<file path="config.mk">
export PLATFORM = sky130hd
export DESIGN_NAME = lo_clock_divider
export DESIGN_NICKNAME = d
export VERILOG_FILES = /design/src/rtl/lo_div_pkg.sv /design/src/rtl/input_sync.sv /design/src/rtl/lo_clock_divider.sv
export SDC_FILE = /design/constraint.sdc
export NUM_CORES = 1
export LEC_CHECK = 0
export CORE_ASPECT_RATIO = 0.7
export CORE_MARGIN = 4
export CORE_UTILIZATION = 40
export CTS_BUF_LIST = sky130_fd_sc_hd__clkbuf_4 sky130_fd_sc_hd__clkbuf_8
export DETAILED_ROUTE_END_ITERATION = 7
export GPL_ROUTABILITY_DRIVEN = 0
export MAX_ROUTING_LAYER = met4
export PLACE_DENSITY = 0.59
export SLEW_MARGIN = 10
export SYNTH_ARGS = -nofsm -noshare
export SYNTH_HDL_FRONTEND = slang
export SYNTH_SLANG_ARGS = --single-unit
</file>
<file path="constraint.sdc">
create_clock -name clk -period 1.5 [get_ports clk]
set_input_delay 0.3 -clock clk [delete_from_list [all_inputs] [get_ports clk]]
set_output_delay 0.3 -clock clk [all_outputs]
set_load 0.02 [all_outputs]
</file>
<file path="src/rtl/lo_div_pkg.sv">
// rtl/lo_div_pkg.sv - shared defaults for the LO clock divider
package lo_div_pkg;

  localparam int LO_DIV_W     = 8;
  localparam int LO_DIV_RESET = 3;
  // One serial frame carries exactly one divisor word.
  localparam int LO_FRAME_LEN = LO_DIV_W;

endpackage

</file>
<file path="src/rtl/input_sync.sv">
// rtl/input_sync.sv - multi-flop synchronizer with registered rising-edge flag
module input_sync #(
  parameter int STAGES = 2
) (
  input  logic clk,
  input  logic n_rst,
  input  logic d,
  output logic level,
  output logic rise
);

  logic [STAGES-1:0] sync_q;

  // rise is registered alongside the last stage so it is aligned with level.
  always_ff @(posedge clk or negedge n_rst) begin
    if (!n_rst) begin
      sync_q <= '0;
      rise   <= 1'b0;
    end else begin
      sync_q <= {sync_q[STAGES-2:0], d};
      rise   <= sync_q[STAGES-2] & ~sync_q[STAGES-1];
    end
  end

  assign level = sync_q[STAGES-1];

endmodule

</file>
<file path="src/rtl/lo_clock_divider.sv">
// rtl/lo_clock_divider.sv - programmable LO divider with serially loaded divisor
module lo_clock_divider
  import lo_div_pkg::*;
#(
  parameter int DIV_W       = LO_DIV_W,
  parameter int DIV_RESET   = LO_DIV_RESET,
  parameter int SYNC_STAGES = 2
) (
  input  logic clk,
  input  logic n_rst,
  input  logic enable,
  input  logic ser_clk,
  input  logic ser_data,
  input  logic ser_latch,
  output logic lo_out,
  output logic div_active,
  output logic load_done
);

  logic ser_clk_rise, ser_latch_rise, ser_data_q;
  logic clk_level_unused, latch_level_unused, data_rise_unused;

  input_sync #(.STAGES(SYNC_STAGES)) u_sync_clk (
    .clk(clk), .n_rst(n_rst), .d(ser_clk),
    .level(clk_level_unused), .rise(ser_clk_rise)
  );

  input_sync #(.STAGES(SYNC_STAGES)) u_sync_data (
    .clk(clk), .n_rst(n_rst), .d(ser_data),
    .level(ser_data_q), .rise(data_rise_unused)
  );

  input_sync #(.STAGES(SYNC_STAGES)) u_sync_latch (
    .clk(clk), .n_rst(n_rst), .d(ser_latch),
    .level(latch_level_unused), .rise(ser_latch_rise)
  );

  logic [DIV_W-1:0] cnt;
  logic [DIV_W-1:0] div_q;
  logic [DIV_W-1:0] sreg;
  logic [DIV_W-1:0] pending;
  logic             pending_valid;
  logic             terminal;
  logic             apply;

  // Running: swap divisor only at a terminal count so no half-period is cut short.
  assign terminal = (cnt == div_q);
  assign apply    = pending_valid && (!enable || terminal);

  always_ff @(posedge clk or negedge n_rst) begin
    if (!n_rst) begin
      cnt        <= '0;
      lo_out     <= 1'b0;
      div_active <= 1'b0;
      div_q      <= DIV_W'(DIV_RESET);
    end else if (enable) begin
      div_active <= 1'b1;
      if (terminal) begin
        cnt    <= '0;
        lo_out <= ~lo_out;
      end else begin
        cnt <= cnt + DIV_W'(1);
      end
      if (apply) div_q <= pending;
    end else begin
      cnt        <= '0;
      lo_out     <= 1'b0;
      div_active <= 1'b0;
      if (apply) div_q <= pending;
    end
  end

  // A latch coinciding with a shift captures the pre-shift word.
  always_ff @(posedge clk or negedge n_rst) begin
    if (!n_rst) begin
      sreg          <= '0;
      pending       <= '0;
      pending_valid <= 1'b0;
      load_done     <= 1'b0;
    end else begin
      load_done <= apply;
      if (ser_clk_rise) sreg <= {sreg[DIV_W-2:0], ser_data_q};
      if (ser_latch_rise) begin
        pending       <= sreg;
        pending_valid <= 1'b1;
      end else if (apply) begin
        pending_valid <= 1'b0;
      end
    end
  end

endmodule

</file>
; ---- Word-level counts from Yosys, hierarchy flattened
; Cells that the tools add are included.
[word_totals]
n_memories = 0
output_inout_bits = 3
regBits = 44
latch_bits = 0
ramBits = 0
rom_bits = 0
inputBits = 6
wordCells = 32
[op_classes]
n_lt_le_gt_ge = 0
div_mod_pow = 0
n_reduce_logical = 4
muxes = 7
eq_ne = 2
n_bitwise = 5
n_addsub = 1
n_mul = 0
shifts = 0
[ops]
columns = cell, count
row1 = $mux W8, 2
row2 = $add A8 B1 Y8 const B, 1
row3 = $eq A8 B8 Y1, 1
row4 = $mux W1, 5
row5 = $not A1 Y1, 3
row6 = $and A1 B1 Y1, 2
row7 = $ne A2 B1 Y1 const B, 1
row8 = $reduce_bool A2 Y1, 1
row9 = $logic_and A1 B1 Y1, 1
row10 = $logic_not A1 Y1, 1
row11 = $logic_or A1 B1 Y1, 1

; ---- Logic depth before layout (Yosys ltp)
; Gate-level depths: netlist of run 1.
[logic_depth]
depth_word = 5
ltp_mapped = 5
mapped_depth_nobuf = 5

; ---- Cells and area by module
; A second synthesis of run 1 with hierarchy kept.
[hier_totals]
hier_cells = 143
hier_area_um2 = 1874.3
[modules_own_cells]
columns = mod, cells_each, n_inst, area_per_inst_um2, seq_area_each_um2
row1 = lo_clock_divider, 131, 1, 1607.8, 903.4
row2 = input_sync, 4, 3, 88.8, 75.1

; ---- Least setup slack after synthesis of run 1
; No wires, ideal clock.
[synth_timing]
path_type = flip-flop to flip-flop
start = reg div_q[0]
end = reg pending_valid
path_buffers = 1
t_required_ns = 1.382
arrival_time_ns = 1.282
path_stages_with_launch = 6
setup_time_ns = 0.118
path_slack_ns = 0.100
synth_period_minus_slack_ns = 1.400
cell_sequence = dfstp_2 > xnor2_1 > nand4_1 > o21a_1 > buf_6 > a21o_1
[synth_between]
elab_chain_len = 4
[synth_rtl]
columns = element, line_no
row1 = "start, declared", lo_clock_divider.sv:39  ; logic [DIV_W-1:0] div_q;
row2 = "start signal, assigned", lo_clock_divider.sv:55  ; div_q <= DIV_W'(DIV_RESET);
row3 = "start signal, assigned", lo_clock_divider.sv:64  ; if (apply) div_q <= pending;
row4 = "start signal, assigned", lo_clock_divider.sv:69  ; if (apply) div_q <= pending;
row5 = $eq A8 B8 Y1, lo_clock_divider.sv:47  ; assign terminal = (cnt == div_q);
row6 = $logic_or A1 B1 Y1, lo_clock_divider.sv:48  ; assign apply = pending_valid && (!enable || terminal);
row7 = $logic_and A1 B1 Y1, lo_clock_divider.sv:48
row8 = $reduce_bool A2 Y1 (no source line), -
row9 = "end signal, assigned", lo_clock_divider.sv:78  ; pending_valid <= 1'b0;
row10 = "end signal, assigned", lo_clock_divider.sv:85  ; pending_valid <= 1'b1;
row11 = "end signal, assigned", lo_clock_divider.sv:87  ; pending_valid <= 1'b0;
row12 = "end, declared", lo_clock_divider.sv:42  ; logic pending_valid;
; No other way between the ends.
; A chain may end at the register's enable or synchronous reset.

; ---- Final worst setup path of run 1
[layout_timing]
start = reg div_q[1]
end = reg load_done
[layout_between]
elab_chain_len = 3
[layout_rtl]
columns = element, line_no
row1 = $eq A8 B8 Y1, lo_clock_divider.sv:47
row2 = $logic_or A1 B1 Y1, lo_clock_divider.sv:48
row3 = $logic_and A1 B1 Y1, lo_clock_divider.sv:48
row4 = via apply, lo_clock_divider.sv:44  ; logic apply;
row5 = "end signal, assigned", lo_clock_divider.sv:81  ; load_done <= apply;
row6 = "end, declared", lo_clock_divider.sv:17  ; output logic load_done
; The timed path passes the listed nets, and every way through them passes these cells.

==> results of run 1 <==
==> logic make-up after synthesis <==
kind of cell | Yosys count | synth area share (%)
simple gates | 37 | 10.38
fa+ha+maj | 1 | 0.6872
buf+inv | 8 | 2.680
flops | 44 | 60.62
xor+xnor | 14 | 6.735
compound gates | 21 | 9.004
mux | 16 | 9.897
==> layout by cell type (no fill, tap or decap), types with 2 or more instances in the layout <==
master           count
dfrtp_1             41
mux2_2              16
o211ai_1            16
nand2_1              9
xnor2_1              8
nand2b_1             8
buf_4                8
nor2_1               7
clkbuf_8             6
xor2_1               4
clkdlybuf4s50_1      4
buf_6                4
nand4_1              3
and2_1               3
dlygate4sd2_1        3
xnor2_2              2
and3_1               2
nand3_1              2
nor2b_1              2
clkinvlp_4           2
dfstp_2              2
==> power breakdown <==
part,internal (µW),total (µW),switching [µW]
registers,1500,1750,251
clock network,373,771,399
logic,421,682,262
total,2290,3200,911
==> worst paths after layout <==
check                                 startpoint               endpoint  cells after the start
max in group asynchronous                  n_rst               div_q[0]                      3
hold reg to reg            u_sync_data.sync_q[0]  u_sync_data.sync_q[1]                      0
setup / recovery                        div_q[1]              load_done                      6
min in group asynchronous                  n_rst                 lo_out                      3
hold / removal             u_sync_data.sync_q[0]  u_sync_data.sync_q[1]                      0
setup reg to reg                        div_q[1]              load_done                      6
==> flip-flops by register name, indices dropped and copies added (netlist names), 2 cells and up <==
| name | flops |
|---|---|
| cnt | 8 |
| div_q | 8 |
| pending | 8 |
| sreg | 8 |
| u_sync_clk.sync_q | 2 |
| u_sync_data.sync_q | 2 |
| u_sync_latch.sync_q | 2 |
==> through the flow <==
step	hold slack (ns)	setup slack (ns)
2_1_floorplan	0.004409	0.09974
3_3_place_gp	0.2910	0.01199
3_5_place_dp	0.2957	-0.02864
4_1_cts	0.3551	-0.03362
5_1_grt	0.3692	-0.09108
6_report	0.3518	-0.05185
==> cell type report <==
cell class	count	area share [%]
tap	55	3.174
multi-input combinational	89	31.85
sequential	44	50.95
clock buffer	6	3.808
timing repair buffer	22	9.521
clock inverter	2	0.6924
==> what timing repair did <==
item                                   in CTS  in global routing
gates cloned                                1                  1
endpoints found under the hold margin      42                  0
resized for setup                           5                  9
hold buffers                                1                  0
setup endpoints to repair                  17                 19
pin swaps                                   5                 17
setup buffers                               1                  5
==> routing by layer <==
metal  vias up  wire [µm]  GRT usage (%)
met4         0         34          4.528
li1        535          -              -
met1       532       1626          18.52
met2        17       1354          17.04
met3         5        133          3.431
met5         -          0              -
==> implementation parameters, run 1 <==
Parameter                              Value

Final layout
  Final core occ    around half
  NumNets Final    roughly 170
  Storage element area    about 1100 µm²
  Area growth, synth to finish    19.11%
  Fraction of final layout cells sized beyond drive strength 1    27.61%
  Final cell count without fillers    approximately 220
  Area of combinational cells with multiple inputs    ~700 µm²
  Fin area    2168 µm²
  Diode insertion count for antenna repair    0
  Filler cells    409

Clocking
  Clock-pin slew reported for the worst setup and hold paths after clock tree synthesis    0.08 ns
  Largest buffer count on any clock path    2
  Root buf cell    clkbuf_8
  Clock insertion delay at the later pin of the skew report    0.29 ns
  Level count of the clock H-tree    2
  TritonCTS clock tree    yes
  Clk sinks    44
  Clock buffers created by TritonCTS    5

Power
  Leakage power figure    0.0009147 µW
  Overall Power    roughly 3200 µW
  Power density of the placed cells    between 1000 and 1500 nW/µm²
  Worst voltage drop across the vdd grid    0.8894 mV

STA
  Fin. Hold Viols    0
  Highest clock frequency the design can meet    644.4 MHz
  Final period demand of the worst path    1.552 ns
  Worst slew margin relative to its limit    69.61%
  Slew Viols, Final    0
  Unrepaired setup endpoints after global routing    true
  Worst Max-Slew Pin Slew    between 0.4 and 0.5 ns
  Largest clock skew in the final design    0.002387 ns
  Final critical-path setup slack    -0.05185 ns
  Final number of setup-violating endpoints    8
  Fraction of the cycle the final worst path needs    103.5%
  Setup_tns    -0.1978 ns

Synth
  Post-synth EDFFs    0
  Most instantiated cells after synthesis    dfrtp_1, mux2_2, o211ai_1
  Synth area leader    dfrtp_1
  Dominant register cell in the synthesized netlist    dfrtp_1
  Leading cell type by number of instances after synthesis    dfrtp_1
  Largest cells by area after synthesis    dfrtp_1, mux2_2, o211ai_1
  Mapped Area    1820 µm²
  Distinct cell type count after synthesis    25
  Async set or reset register ratio after synthesis    100.0%
  Post-Syn Nets    between 100 and 150
  Count of state elements after synthesis    44
  Number of standard cells after synthesis    141
  Syn Area/Cell    12.91 µm²
  Share of the yosys chip area belonging to registers    60.62%
  Fraction of post-synthesis cell area in the top cell type by area    57.73%
  Count of warnings emitted by yosys    0

Global routing
  First-pass GRT wire length    ~5400 µm
  Number of global-route vias before repair    1108
  Maximum number of pins on one net before global-route repair    45
  Number of antenna violations at the first check in global routing    0
  Total global routing overflow    0
  Global-route usage over all layers    12.75%

Place
  Instance area after placement    1966 µm²
  Placed instance count    201
  Total half-perimeter wirelength after legalization and detailed placement    between 2000 and 2500 µm
  Buffers on Ports    8

Critical path
  Cell type of the slowest stage on the worst timing path    dfstp_2
  Most numerous cell on the critical path    buf_6
  Type of the worst setup path    reg -> reg
  Critical path arrival    1.78 ns
  CP Capture Type    flip-flop
  Maximum cell stage delay along the critical path    0.57 ns
  Largest fanout of any net on the critical path    8
  Number of buffer and inverter instances along the worst setup path    2
  Data required time at the worst endpoint    between 1.5 and 2 ns
  Worst Setup Start Kind    flip-flop
  R2r setup slk    -0.05 ns
  Crit path max-delay family    flip-flops
  Critical Path, Cell by Cell    xnor2_2, nand4_1, buf_6, buf_6, o21ai_4, and2_1

Floorplan
  Die ar.    around 5700 µm²
  Die Ht    approximately 64 µm
  Placeable Area    4354 µm²
  Top-Level Pins    9
  Starting density of the core    41.81%
  Horizontal die dimension    88.64 µm
  Standard-cell rows    20

Route
  Pre-antenna DRT Iters    4
  Average wire per cell in the routed design    14.44 µm
  Antenna-violating nets left    0
  Final routed wirelength across all metal layers    3148 µm
  Vias    1089
  Count of routing violations after the opening detailed-route iteration    29
  Drc violations    0
  Post-detailed-route via-to-cell ratio    about 5

Run
  Max cap viols    0

Status
  Violations in the final reports    setup timing
  Run status    finished with violations

Hold path
  Hold crit path type    reg -> reg
(Power assumes the default switching activity.)
==> inputs of run 2 (changes only) <==
- CORE_UTILIZATION: 40 -> 55
- PLACE_DENSITY: 0.59 -> 0.77
==> implementation parameters, run 2 (same netlist as run 1, synthesis figures left out) <==
Parameter                              Value

Status
  Run status    finished clean (was finished with violations)

Floorplan
  Die ar.    4309 µm² (was 5712 µm²)
  Placeable Area    3169 µm² (was 4354 µm²)
  Top-Level Pins    9 (unchanged)
  Die Ht    56.14 µm (was 64.45 µm)
  Horizontal die dimension    76.77 µm (was 88.64 µm)
  Starting density of the core    57.44% (was 41.81%)
  Standard-cell rows    17 (was 20)

STA
  Final number of setup-violating endpoints    0 (was 8)
  Slew Viols, Final    0 (unchanged)
  Worst slew margin relative to its limit    68.40% (was 69.61%)
  Highest clock frequency the design can meet    673.4 MHz (was 644.4 MHz)
  Fin. Hold Viols    0 (unchanged)
  Fraction of the cycle the final worst path needs    99.00% (was 103.5%)
  Worst Max-Slew Pin Slew    0.4741 ns (was 0.4558 ns)
  Largest clock skew in the final design    0.003442 ns (was 0.002387 ns)
  Unrepaired setup endpoints after global routing    true (unchanged)
  Final period demand of the worst path    1.485 ns (was 1.552 ns)

Critical path
  CP Capture Type    flip-flop (unchanged)
  Crit path max-delay family    flip-flops (unchanged)
  Critical path arrival    1.64 ns (was 1.78 ns)
  Data required time at the worst endpoint    1.66 ns (was 1.73 ns)
  Worst Setup Start Kind    flip-flop (unchanged)
  Type of the worst setup path    reg -> reg (unchanged)
  Critical R2R Launch    div_q[0] (was div_q[1])
  Number of buffer and inverter instances along the worst setup path    2 (unchanged)
  Logic depth of the worst register-to-register path    6 (unchanged)
  Critical register-to-register path endpoint    div_q[4] (was load_done)
  Critical Path, Cell by Cell    xnor2_1, nand4_1, buf_6, buf_6, o211ai_1, o211ai_1 (was xnor2_2, nand4_1, buf_6, buf_6, o21ai_4, and2_1)
  Number of logic stages on the critical path including buffering    6 (unchanged)
  Cell type of the slowest stage on the worst timing path    dfstp_2 (unchanged)
  Maximum cell stage delay along the critical path    0.55 ns (was 0.57 ns)
  R2r setup slk    0.02 ns (was -0.05 ns)
  Largest fanout of any net on the critical path    8 (unchanged)

Route
  Count of routing violations after the opening detailed-route iteration    57 (was 29)
  Drc violations    0 (unchanged)
  Antenna-violating nets left    0 (unchanged)
  Average wire per cell in the routed design    16.54 µm (was 14.44 µm)
  Post-detailed-route via-to-cell ratio    5.627 (was 4.995)
  Pre-antenna DRT Iters    4 (unchanged)
  Vias    1131 (was 1089)
  Final routed wirelength across all metal layers    3324 µm (was 3148 µm)

Clocking
  Level count of the clock H-tree    2 (unchanged)
  Clk sinks    44 (unchanged)
  Clock buffers created by TritonCTS    5 (unchanged)
  Root buf cell    clkbuf_8 (unchanged)
  Clock insertion delay at the later pin of the skew report    0.28 ns (was 0.29 ns)
  TritonCTS clock tree    yes (unchanged)
  Largest buffer count on any clock path    2 (unchanged)
  Clock-pin slew reported for the worst setup and hold paths after clock tree synthesis    0.08 ns (about the same)

Global routing
  Highest-utilization routing layer at the global route stage    met2 (was met1)
  First-pass GRT wire length    5954 µm (was 5402 µm)
  Number of global-route vias before repair    1179 (was 1108)
  Met2 track utilization from global routing    26.92% (was 17.04%)
  Met3 track demand over resource    5.016% (was 3.431%)
  Number of antenna violations at the first check in global routing    0 (unchanged)
  Global-route usage over all layers    18.43% (was 12.75%)
  Maximum number of pins on one net before global-route repair    27 (was 45)
  Total global routing overflow    0 (unchanged)
  Met1 track demand over resource    25.19% (was 18.52%)

Place
  Instance area after placement    1959 µm² (was 1966 µm²)
  Buffers on Ports    8 (unchanged)
  Placed instance count    186 (was 201)
  Total half-perimeter wirelength after legalization and detailed placement    2253 µm (was 2072 µm)

Hold path
  Worst Hold End    u_sync_data.sync_q[1] (unchanged)
  Hold path depth    0 (unchanged)
  Origin of the worst min-delay path    u_sync_data.sync_q[0] (unchanged)
  Hold crit path type    reg -> reg (unchanged)

Power
  Leakage power figure    0.0009306 µW (was 0.0009147 µW)
  Power density of the placed cells    1517 nW/µm² (was 1476 nW/µm²)
  Worst voltage drop across the vdd grid    0.7648 mV (was 0.8894 mV)

Final layout
  Fin area    2150 µm² (was 2168 µm²)
  Final cell count without fillers    201 (was 218)
  Area growth, synth to finish    18.08% (was 19.11%)
  Filler cells    224 (was 409)
  Fraction of final layout cells sized beyond drive strength 1    26.99% (was 27.61%)
  Storage element area    1104 µm² (was 1105 µm²)
  Diode insertion count for antenna repair    0 (unchanged)
  NumNets Final    169 (unchanged)
  Most frequent cells in the layout    dfrtp_1, mux2_2, o211ai_1, nand2_1, buf_4 (was dfrtp_1, mux2_2, o211ai_1, nand2_1)
  Area of combinational cells with multiple inputs    699.4 µm² (was 690.7 µm²)
  Commonest non-fill, non-tap cell in the layout    dfrtp_1 (unchanged)
  Final core occ    67.82% (was 49.80%)

Run
  Max cap viols    0 (unchanged)
run 2: power breakdown:
group | switching [µW] | internal, µW
sequential | 249 | 1500
combinational | 285 | 432
clock | 361 | 438
run 2: per-stage QoR:
step	power, µW	hold slack (ns)	setup TNS, ns	setup WS [ns]
floorplan	2164	0.004409	0	0.09974
global placement	2327	0.2540	0	0.01552
detailed placement	2389	0.2606	-1.020	-0.1008
CTS	3271	0.3602	0	0.0003786
global route	3450	0.3724	-0.8278	-0.07936
finish	3261	0.3570	0	0.01502
run 2: how the worst max path moves through the flow:
stage,from,end
2_1_floorplan,div_q[0],pending_valid
4_1_cts,load_done,load_done
3_5_place_dp,div_q[1],div_q[0]
6_report,div_q[0],div_q[4]
5_1_grt,div_q[1],div_q[4]
3_3_place_gp,div_q[0],pending_valid
run 2: cell type report:
| class | instances | share of cell area, % |
|---|---|---|
| Multi-Input combinational cell | 90 | 32.54 |
| Tap cell | 38 | 2.212 |
| Timing Repair Buffer | 21 | 9.080 |
| Clock buffer | 8 | 4.831 |
| Sequential cell | 44 | 51.34 |
run 2: worst reg2reg max path: cells and delay by family (launching register included):
family | cells | cell delay (ns)
AO/OA/AOI/OAI | 2 | 0.30
buffers and inverters | 2 | 0.28
flip-flops | 1 | 0.55
XOR/XNOR | 1 | 0.11
AND/OR/NAND/NOR | 1 | 0.12
run 2: what timing repair did:
action,CTS,global route
endpoints found under the hold margin,16,0
endpoints found under the setup margin,21,20
pin swaps,8,19
cloned,1,0
hold buffers,1,0
buffers inserted,5,0
gates resized for setup,6,3
run 2: per-layer routing:
metal,vias to the layer above,share of wire [%]
met3,9,5.1
met5,-,0
met2,38,47
li1,529,-
met1,555,46
met4,0,1.9
